`config.mk`:
```
export PLATFORM = sky130hd
export DESIGN_NAME = random_target_sequencer
export DESIGN_NICKNAME = d
export VERILOG_FILES = /design/src/rtl/random_target_sequencer.sv
export SDC_FILE = /design/constraint.sdc
export NUM_CORES = 1
export LEC_CHECK = 0
export CAP_MARGIN = 20
export CELL_PAD_IN_SITES_DETAIL_PLACEMENT = 1
export CELL_PAD_IN_SITES_GLOBAL_PLACEMENT = 1
export CORE_MARGIN = 3
export CORE_UTILIZATION = 27
export DETAILED_ROUTE_END_ITERATION = 10
export PLACE_DENSITY_LB_ADDON = 0.1
export SLEW_MARGIN = 0
export SYNTH_ARGS = -nofsm -noshare
export SYNTH_HDL_FRONTEND = slang
export SYNTH_SLANG_ARGS = --single-unit
```
`constraint.sdc`:
```
create_clock -name clk -period 3.1 [get_ports clk]
set_input_delay 0.62 -clock clk [delete_from_list [all_inputs] [get_ports clk]]
set_output_delay 0.62 -clock clk [all_outputs]
set_load 0.05 [all_outputs]
```
`src/rtl/random_target_sequencer.sv`:
```
// Pulls SEQ_LEN folded random values from the LFSR generator, then plays them as timed
// targets (ON_CYCLES shown, OFF_CYCLES blank); a stored sequence can be replayed.
module random_target_sequencer #(
  parameter int SEQ_LEN     = 8,
  parameter int NUM_TARGETS = 10,
  parameter int ON_CYCLES   = 25_000_000,
  parameter int OFF_CYCLES  = 12_500_000
) (
  input  logic       clk,
  input  logic       res,
  input  logic       start,
  input  logic       replay,
  input  logic       abort,
  input  logic [3:0] rand_num,
  output logic       rand_enable,
  output logic       busy,
  output logic       target_valid,
  output logic [3:0] target,
  output logic [3:0] seq_index,
  output logic       done
);

  localparam int MAX_DWELL = (ON_CYCLES > OFF_CYCLES) ? ON_CYCLES : OFF_CYCLES;
  localparam int CNT_W     = (MAX_DWELL > 1) ? $clog2(MAX_DWELL) : 1;

  localparam logic [CNT_W-1:0] ON_LOAD  = CNT_W'(ON_CYCLES - 1);
  localparam logic [CNT_W-1:0] OFF_LOAD = CNT_W'(OFF_CYCLES - 1);
  localparam logic [3:0]       LAST_IDX = 4'(SEQ_LEN - 1);
  localparam logic [4:0]       NT_W5    = 5'(NUM_TARGETS);
  localparam logic [3:0]       NT_W4    = 4'(NUM_TARGETS);

  typedef enum logic [2:0] {
    S_IDLE,
    S_FILL_REQ,
    S_FILL_CAP,
    S_PLAY_ON,
    S_PLAY_OFF,
    S_DONE
  } state_t;

  state_t           state_q, state_d;
  logic [3:0]       idx_q, idx_d;
  logic [CNT_W-1:0] cnt_q, cnt_d;
  logic             seq_valid_q, seq_valid_d;
  logic             mem_we;
  logic [3:0]       fold_val;

  // Sized to the full 4-bit index range so idx_q indexes it without truncation.
  logic [3:0] seq_mem_q [16];

  // A single subtraction suffices: rand_num < 16 <= 2*NUM_TARGETS.
  assign fold_val = ({1'b0, rand_num} < NT_W5) ? rand_num : (rand_num - NT_W4);

  always_ff @(posedge clk or negedge res) begin
    if (!res) begin
      state_q     <= S_IDLE;
      idx_q       <= '0;
      cnt_q       <= '0;
      seq_valid_q <= 1'b0;
    end else begin
      state_q     <= state_d;
      idx_q       <= idx_d;
      cnt_q       <= cnt_d;
      seq_valid_q <= seq_valid_d;
    end
  end

  always_ff @(posedge clk) begin
    if (mem_we) begin
      seq_mem_q[idx_q] <= fold_val;
    end
  end

  always_comb begin
    state_d      = state_q;
    idx_d        = idx_q;
    cnt_d        = cnt_q;
    seq_valid_d  = seq_valid_q;
    mem_we       = 1'b0;
    rand_enable  = 1'b0;
    busy         = 1'b0;
    target_valid = 1'b0;
    target       = '0;
    seq_index    = '0;
    done         = 1'b0;

    case (state_q)
      S_IDLE, S_DONE: begin
        done = (state_q == S_DONE);
        if (start) begin
          state_d = S_FILL_REQ;
          idx_d   = '0;
        end else if (replay && seq_valid_q) begin
          state_d = S_PLAY_ON;
          idx_d   = '0;
          cnt_d   = ON_LOAD;
        end else begin
          state_d = S_IDLE;
        end
      end

      S_FILL_REQ: begin
        busy        = 1'b1;
        rand_enable = 1'b1;
        seq_index   = idx_q;
        state_d     = S_FILL_CAP;
      end

      S_FILL_CAP: begin
        busy      = 1'b1;
        seq_index = idx_q;
        mem_we    = 1'b1;
        if (idx_q == LAST_IDX) begin
          seq_valid_d = 1'b1;
          idx_d       = '0;
          cnt_d       = ON_LOAD;
          state_d     = S_PLAY_ON;
        end else begin
          idx_d   = idx_q + 4'd1;
          state_d = S_FILL_REQ;
        end
      end

      S_PLAY_ON: begin
        busy         = 1'b1;
        target_valid = 1'b1;
        target       = seq_mem_q[idx_q];
        seq_index    = idx_q;
        if (cnt_q != '0) begin
          cnt_d = cnt_q - 1'b1;
        end else if (idx_q == LAST_IDX) begin
          state_d = S_DONE;
        end else begin
          cnt_d   = OFF_LOAD;
          state_d = S_PLAY_OFF;
        end
      end

      S_PLAY_OFF: begin
        busy      = 1'b1;
        seq_index = idx_q;
        if (cnt_q != '0) begin
          cnt_d = cnt_q - 1'b1;
        end else begin
          idx_d   = idx_q + 4'd1;
          cnt_d   = ON_LOAD;
          state_d = S_PLAY_ON;
        end
      end

      default: begin
        state_d = S_IDLE;
      end
    endcase

    // A partially filled buffer must never be replayed; a played one stays valid.
    if (busy && abort) begin
      state_d = S_IDLE;
      idx_d   = '0;
      mem_we  = 1'b0;
      if (state_q == S_FILL_REQ || state_q == S_FILL_CAP) begin
        seq_valid_d = 1'b0;
      end else begin
        seq_valid_d = seq_valid_q;
      end
    end
  end

endmodule
```
==> results.ini <==
[finish]
fin_nets=463
final_cell_mix=edfxtp_1, buf_4, nor2_1, dfrtp_1, o21ai_0
finalNonFillerCells=677
area_growth_pct=18.0
mostFrequentLayoutCell=edfxtp_1
fin_util=0.329
drive_above_1_share=0.184
antenna_cells=0

[synthesis]
ys_async_sr_fraction=0.340
synth_edf_count=64
syn_inst=410
syn_area_sq_um=4890
synth-seq-cells=97
yosysUniqueCellTypes=57
ys_warn_count=0
avgSynthCellArea_sq_um=11.9
yosysSeqAreaShare=0.562
ys.flop_type=edfxtp_1
synth_fp_nets=426

[detailed_routing]
vias_per_cell=5.19
drc=0
vias=3515
wl_um=13200
drtPass1Iterations=4
drtIter0Drc=206
post_drt_wl_per_cell_um=19.5
postRouteAntennaNets=0

[global_routing]
grt_max_degree=34
antenna_found_initial=0
overflow=0
grt.total_usage=0.139
first_global_vias=3645
grt_first_pass_wirelength_um=21300

[placement]
dp_hpwl_um=9590
gp_congestion=0.779
io_buffers=20
pre_cts_ws_ps=287
dp.cells=661

[clock_tree]
cts-root-buf=clkbuf_16
clock_path_buffers=2
cts_max_level=3
insertion_delay_ps=350
cts_setup_buffers=0
clk_pin_slew_ps=80
cts_resized=0
cts_hold_buf=0
cts_tree=built
numCtsBuffers=9
cts.sinks=97

[timing]
slew-limit-headroom=0.402
fin_worst_skew_ps=14.1
fin_ws_ps=99.2
setup_viol_count_final=0
fmax_mhz=333
hold_viol_final=0
fin_crit_ps=3000
tns_ps=0
slew_violations=0
rsz0062_at_grt=no
worst_slew_pin_slew_ps=885
finalCritPeriodShare=0.968

[setup_path]
cp.required_ps=2480
worst-setup-path-type=reg2out
path_common_cell=mux4_2
reg2reg_slack_ps=290
slowest_stage=mux4_2
worstPathMaxFanout=21
path_cells=buf_12, mux4_2, mux4_2, and2_1, buf_4
critical_path_arrival_ps=2380
start_kind=flip-flop
critical_path.endpoint_type=primary output
cpPeakStageDelay_ps=570

[floorplan]
fp.dieW_um=141
fp.dieArea_sq_um=19800
start_util=0.279
pin_count=21
core_area_sq_um=17500
die_h_um=141
rows=48

[pwr]
vdd_ir_drop_max_mv=0.293
powerDensity_nw_per_um2=645
leakagePower_uw=0.00198

[worst_hold_path]
hold_path_class=in2async

[flow_run]
maxCapViolations=0

[run_status]
status=complete, no violations

kinds of logic (layout without fill, tap and decap cells):
group | after synthesis | after routing | share of synthesized area
AO/OA/AOI/OAI | 101 | 101 | 0.130
XOR/XNOR | 1 | 1 | 0.00179
adder cells (fa/ha/maj) | 8 | 8 | 0.0200
buffers and inverters | 33 | 75 | 0.0281
flip-flops | 97 | 97 | 0.562
multiplexers | 21 | 21 | 0.0944
AND/OR/NAND/NOR | 149 | 149 | 0.163
worst max-delay path, delay by kind of cell, from the launching register on:
family,cells,cell delay (ps)
mux,2,1040
buf+inv,2,410
flops,1,390
simple gates,1,180
path summary, 6_finish.rpt:
check	startpoint	end	depth (start not counted)
min reg2reg	cnt_q[24]	cnt_q[24]	1
max in group asynchronous	res	cnt_q[4]	1
max reg2reg	cnt_q[20]	cnt_q[20]	6
min in group clk	cnt_q[24]	cnt_q[24]	1
max	idx_q[0]	target[1]	5
min	res	cnt_q[6]	1
cell type report:
cell class                      count  area, sq um
Clock buffer                       10          239
Timing Repair Buffer               45          370
Multi-Input combinational cell    280         2010
Fill cell                        1922        11800
Sequential cell                    97         2750
Clock inverter                      6         75.1
Inverter                           14         52.6
Tap cell                          225          282
cells in the mapped netlist, types with 2 or more instances:
cell type,n,share of area
edfxtp_1,64,0.39
dfrtp_1,33,0.17
nor2_1,33,0.025
o21ai_0,32,0.033
a21oi_1,28,0.029
nand2_1,23,0.018
mux4_2,20,0.092
nor3_1,18,0.018
clkbuf_1,14,0.011
inv_1,14,0.011
and2_1,10,0.013
nand3_1,9,0.0092
nor4_1,8,0.010
or4_1,8,0.012
and3_1,7,0.0090
ha_1,7,0.018
a31oi_1,6,0.0077
nand2b_1,6,0.0077
nand3b_1,5,0.0077
or3_1,5,0.0064
nand4_1,4,0.0051
o21a_1,4,0.0061
a221o_1,3,0.0061
nor2b_1,3,0.0038
o31ai_1,3,0.0046
a211oi_1,2,0.0031
a22o_1,2,0.0036
a22oi_1,2,0.0031
and3b_1,2,0.0036
and4_1,2,0.0036
buf_2,2,0.0020
o211ai_1,2,0.0031
o21ai_2,2,0.0036
o2bb2ai_1,2,0.0036
o41ai_1,2,0.0036
or4_4,2,0.0046
power breakdown:
group | internal (uW) | total [uW] | switching [uW]
Sequential | 1430 | 1510 | 74.7
Combinational | 400 | 1030 | 628
Clock | 661 | 1180 | 523
Total | 2490 | 3720 | 1230
per-layer routing:
layer | part of all wire | vias to the layer above | global-route usage
li1 | - | 1670 | -
met1 | 0.51 | 1790 | 0.207
met2 | 0.45 | 44 | 0.205
met3 | 0.025 | 11 | 0.0295
met4 | 0.015 | 0 | 0.0357
met5 | 0 | - | 0
through the flow:
| step | power, uW | instance area [sq um] | hold slack (ps) |
|---|---|---|---|
| 4_1_cts | 3780 | 5770 | 406 |
| 5_1_grt | 3940 | 5770 | 438 |
| 2_1_floorplan | 2220 | 4890 | 324 |
| 6_report | 3720 | 5770 | 385 |
| 3_5_place_dp | 2590 | 5460 | 537 |
| 3_3_place_gp | 2580 | 5460 | 527 |
sequential cells by signal, summed over array words and instances (netlist names):
name,cells
seq_mem_q,64
cnt_q,25
idx_q,4
state_q,3
seq_valid_q,1
Power figures use the tool's default switching activity.
==> RTL change 1 (same flow settings) <==
The parameter `ON_CYCLES` goes from 25_000_000 to 50_000_000.
--- a/src/rtl/random_target_sequencer.sv
+++ b/src/rtl/random_target_sequencer.sv
@@ -5,3 +5,3 @@
   parameter int NUM_TARGETS = 10,
-  parameter int ON_CYCLES   = 25_000_000,
+  parameter int ON_CYCLES   = 50_000_000,
   parameter int OFF_CYCLES  = 12_500_000
Function: no difference found for any inputs over 10 cycles, from zero or initial values; that may be too few to reach the edited logic, so the function may still have changed.
==> RTL change 1 against the original RTL <==
Final area rose by 4.5%; non-clock buffer count is 2 lower; routed wire length grew 11%; combinational power decreased by 5%; first-iteration DRC count fell by 0.97%; setup slack improved by 40 ps; utilization down 0.78 points; sequential cell count grew 1; worst hold slack barely moved; area after synthesis is 6.0% higher; critical path depth unchanged; power shrank 1.3%; critical path type unchanged; largest cell class unchanged.
==> RTL change 1: results (changes against the original RTL) <==
| Metric | Value |
|---|---|
| Run status | `completed` |
| Pin count of the biggest net entering global routing | `36 (+5.9%)` |
| DRC Markers | `0 (unchanged)` |
| Most frequent cells after synthesis | `edfxtp_1, nor2_1, dfrtp_1` |
| Worst vdd ir | `0.3308 mV (+13%)` |
| DR vias | `3690 (+5.0%)` |
| Slew HR | `0.4005 (-0.001883)` |
| Fin crit period | `2961 ps (-39.99 ps)` |
| Synth async-reset ratio | `0.3469 (+0.006733)` |
| Root Buffer | `clkbuf_16` |
| Peak fanout along the critical path | `19 (-9.5%)` |
| Switch share | `0.3493 (+0.01992)` |
| Syn avg cell area | `12.46 um^2 (+4.5%)` |
| Static leakage | `1.963 nW (-0.63%)` |
| DRT iter0 DRCs | `204 (-0.97%)` |
| Final setup skew | `10.22 ps (-3.920 ps)` |
| Fill count | `2076 (+8.0%)` |
| DR WL/cell | `21.39 um (+9.4%)` |
| Seq pwr share | `0.419 (+0.013)` |
| Via density | `5.371 (+3.5%)` |
| PD cells | `608.6 mW/mm^2 (-5.6%)` |
| Top cells by area, synth | `edfxtp_1, dfrtp_1, mux4_2` |
| Layout Nets | `464 (+0.22%)` |
| First-pass GRT wire length | `23.49 mm (+10%)` |
| Worst r2r src | `cnt_q[0]` |
| Placed instance area | `0.005724 mm^2 (+4.9%)` |
| Syn nets | `432 (+1.4%)` |
| Post-Place Worst Slack | `337.1 ps (+50.57 ps)` |
| RR Endpoint | `cnt_q[12]` |
| Worst Setup EP | `target[3]` |
| Fraction of final layout cells sized beyond drive strength 1 | `0.2119 (+0.02829)` |
| Hold Crit Class | `primary input to asynchronous set/reset pin` |
| Vias in the first global route | `3850 (+5.6%)` |
| Cell variety after synth | `65 (+14%)` |
| Drt first pass iters | `6 (+2)` |
| Dpl cells | `671 (+1.5%)` |
| HPWL after detailed placement | `10.32 mm (+7.7%)` |
| All-Layer GR Usage | `0.1494 (+0.01086)` |
| Largest regs | `seq_mem_q (64), cnt_q (26), idx_q (4)` |
| Crit path DAT | `2340 ps (-40 ps)` |
| Seq/Total Area, Yosys | `0.5347 (-0.02703)` |
[RTL change 1: changes by cell type after synthesis, moves of 5 or more]
cell      change
o21ai_0      -19
a21oi_1      -15
o31ai_1      +10
or4_1        +10
o211ai_2      +9
nand2_1       -8
a22oi_1       +6
a211oi_1      +5
and3_1        -5
buf_2         +5
or3_1         +5
[RTL change 1: logic make-up after synthesis]
group,count (synthesis),share of synthesized area
buffers and inverters,40,0.04030
AND/OR/NAND/NOR,141,0.1595
adder cells (fa/ha/maj),8,0.01882
AO/OA/AOI/OAI,108,0.1576
multiplexers,21,0.08904
flip-flops,98,0.5347
[RTL change 1: final cells by class]
class,count,area [um^2],share of cell area
inverters,18,67.56,0.01120
well taps,234,292.8,0.04855
repair buffers,43,387.9,0.06432
flip-flops and latches,98,2775,0.4602
clock buffers,9,225.2,0.03734
clock inverters,7,78.83,0.01307
multi-input cells,278,2203,0.3654
[RTL change 1: worst min path at each step]
stage | slack [ps] | endpoint | from
floorplan | 320 | cnt_q[0] | res
global placement | 520 | cnt_q[20] | cnt_q[20]
detailed placement | 520 | cnt_q[20] | cnt_q[20]
CTS | 410 | cnt_q[24] | res
global route | 440 | cnt_q[23] | res
finish | 380 | cnt_q[23] | res
[RTL change 1: repair_timing]
action	in CTS	in global routing
resized for setup	0	2
hold endpoints to repair	0	0
setup endpoints to repair	0	1
buffers inserted	0	0
[RTL change 1: layer usage]
layer	track usage	share of wire	up-vias
met3	0.01819	0.025	13
met4	0.05056	0.014	0
li1	-	-	1730
met1	0.2285	0.51	1896
met5	0	0	-
met2	0.2182	0.45	51
[RTL change 1: critical path, delay by kind of cell (launching register included)]
kind,cells,cell delay (ps)
AND/OR/NAND/NOR,1,180
flip-flops,1,380
buffers and inverters,2,380
multiplexers,2,1050
==> RTL change 2 (same settings) <==
Made on the original files. The 6 states of `state_t` get a Gray code encoding in 3 bits.
--- a/src/rtl/random_target_sequencer.sv
+++ b/src/rtl/random_target_sequencer.sv
@@ -32,8 +32,8 @@
   typedef enum logic [2:0] {
-    S_IDLE,
-    S_FILL_REQ,
-    S_FILL_CAP,
-    S_PLAY_ON,
-    S_PLAY_OFF,
-    S_DONE
+    S_IDLE     = 3'b000,
+    S_FILL_REQ = 3'b001,
+    S_FILL_CAP = 3'b011,
+    S_PLAY_ON  = 3'b010,
+    S_PLAY_OFF = 3'b110,
+    S_DONE     = 3'b111
   } state_t;
Check against the original RTL: same outputs for any inputs over 10 cycles, from zero or initial values; not proved beyond that.
==> RTL change 2 against the original RTL <==
Area after synthesis up 0.87%; sequential cell count unchanged; power up 5.0%; first-iteration DRC count down 20%; die area up 0.83%; global-route usage up 0.20 points; setup slack better by 71 ps; routed wire length down 0.32%; final area down 0.54%; highest routed layer unchanged.
==> RTL change 2: results (changes against the original RTL) <==
| Metric | Value |
|---|---|
| Run status | `completed` |
| ANT cells | `0 (unchanged)` |
| Final setup skew | `7.174 ps (-6.964 ps)` |
| All-Layer GR Usage | `0.1406 (+0.001975)` |
| Top cells by area, synth | `edfxtp_1, dfrtp_1, mux4_2` |
| DR vias | `3453 (-1.8%)` |
| Number of routed nets with antenna violations | `0 (unchanged)` |
| Synthesis Warnings | `0 (unchanged)` |
| Setup Fix Bufs, Post-CTS | `0 (unchanged)` |
| Cell variety after synth | `69 (+21%)` |
| Worst vdd ir | `0.2662 mV (-9.1%)` |
| Hold Crit Class | `primary input to asynchronous set/reset pin` |
| Vias in the first global route | `3637 (-0.22%)` |
| HPWL after detailed placement | `9.603 mm (+0.18%)` |
| EDFF count, synth | `64 (unchanged)` |
| Seq/Total Area, Yosys | `0.5569 (-0.004844)` |
| Fraction of final layout cells sized beyond drive strength 1 | `0.1856 (+0.001987)` |
| Port bufs | `20 (unchanged)` |
| Synth async-reset ratio | `0.3402 (unchanged)` |
| Cts hold-fix bufs | `0 (unchanged)` |
| Fill count | `1905 (-0.88%)` |
| Peak fanout along the critical path | `21 (unchanged)` |
| Htree depth | `3 (unchanged)` |
| Slew at the pin closest to its max-slew limit | `846.8 ps (-38.04 ps)` |
| Crit path DAT | `2310 ps (-70 ps)` |
| Clock Tree Buf Depth | `2 (unchanged)` |
| Static leakage | `1.907 nW (-3.4%)` |
| Clk_lat worst skew | `~360 ps` |
| # resized after CTS | `0 (unchanged)` |
| CTS Buf Count | `9 (unchanged)` |
| Pin count of the biggest net entering global routing | `34 (unchanged)` |
| Most frequent cells after synthesis | `edfxtp_1, nor2_1, dfrtp_1` |
| Initial antenna violation count | `0 (unchanged)` |
| Root Buffer | `clkbuf_16` |
| DRT iter0 DRCs | `164 (-20%)` |
| Syn nets | `417 (-2.1%)` |
| Largest regs | `seq_mem_q (64), cnt_q (25), idx_q (4)` |
| Routability Congestion | `0.7841 (+0.62%)` |
| Detailed Route WL | `13.19 mm (-0.32%)` |
| Drt first pass iters | `4 (unchanged)` |
| Clock transition at path regs | `80 ps (about the same)` |
| Layout Nets | `442 (-4.5%)` |
| First-pass GRT wire length | `21.75 mm (+2.3%)` |
-- RTL change 2: report_power, final --
group | internal (mW) | switching (mW) | total [mW]
Sequential | 1.47 | 0.145 | 1.61
Clock | 0.594 | 0.592 | 1.19
Combinational | 0.407 | 0.703 | 1.11
Total | 2.47 | 1.44 | 3.91
-- RTL change 2: layout make-up --
class | count | area [um^2] | share of cell area
well taps | 225 | 281.5 | 0.04904
multi-input cells | 267 | 2018 | 0.3516
repair buffers | 38 | 320.3 | 0.05580
inverters | 13 | 48.80 | 0.008500
clock inverters | 7 | 98.84 | 0.01722
clock buffers | 9 | 225.2 | 0.03923
flip-flops and latches | 97 | 2748 | 0.4786
-- RTL change 2: critical path, stage by stage, from the launching register on --
cell and delay [ps]:
dfrtp_1 380, buf_12 210, mux4_2 550, mux4_2 480, nor2b_1 150, buf_4 190
-- RTL change 2: through the flow --
step	hold slack, ps	instances	setup WS [ps]	instance area, um^2
floorplan	324.4	401	286.2	4933
global placement	532.6	640	460.5	5416
detailed placement	534.7	640	520.9	5416
CTS	397.2	656	124.1	5741
global route	447.4	656	56.80	5741
finish	370.1	656	170.4	5741
-- RTL change 2: logic make-up after synthesis --
logic type      count (synthesis)  share of synthesized area
fa+ha+maj                       7                    0.01775
compound gates                 98                     0.1362
flops                          97                     0.5569
xor+xnor                        1                   0.001776
simple gates                  140                     0.1600
mux                            21                    0.09333
buf+inv                        37                    0.03398
-- RTL change 2: layer usage --
metal	track usage	routed length (um)	vias to the layer above
met4	0.03519	125	0
met3	0.02680	560	11
met2	0.2049	5882	53
met1	0.2142	6625	1772
met5	0	0	-
li1	-	-	1617
-- RTL change 2: worst paths after layout --
kind / from / endpoint / slack, ps / depth (start not counted)
worst max-delay path: idx_q[0] / target[0] / 170 / 5
min in group clk: cnt_q[0] / cnt_q[0] / 540 / 1
max in group asynchronous: res / cnt_q[19] / 2200 / 1
worst max register to register: cnt_q[16] / cnt_q[24] / 560 / 5
worst min-delay path: res / idx_q[0] / 370 / 1
worst min register to register: cnt_q[0] / cnt_q[0] / 540 / 1
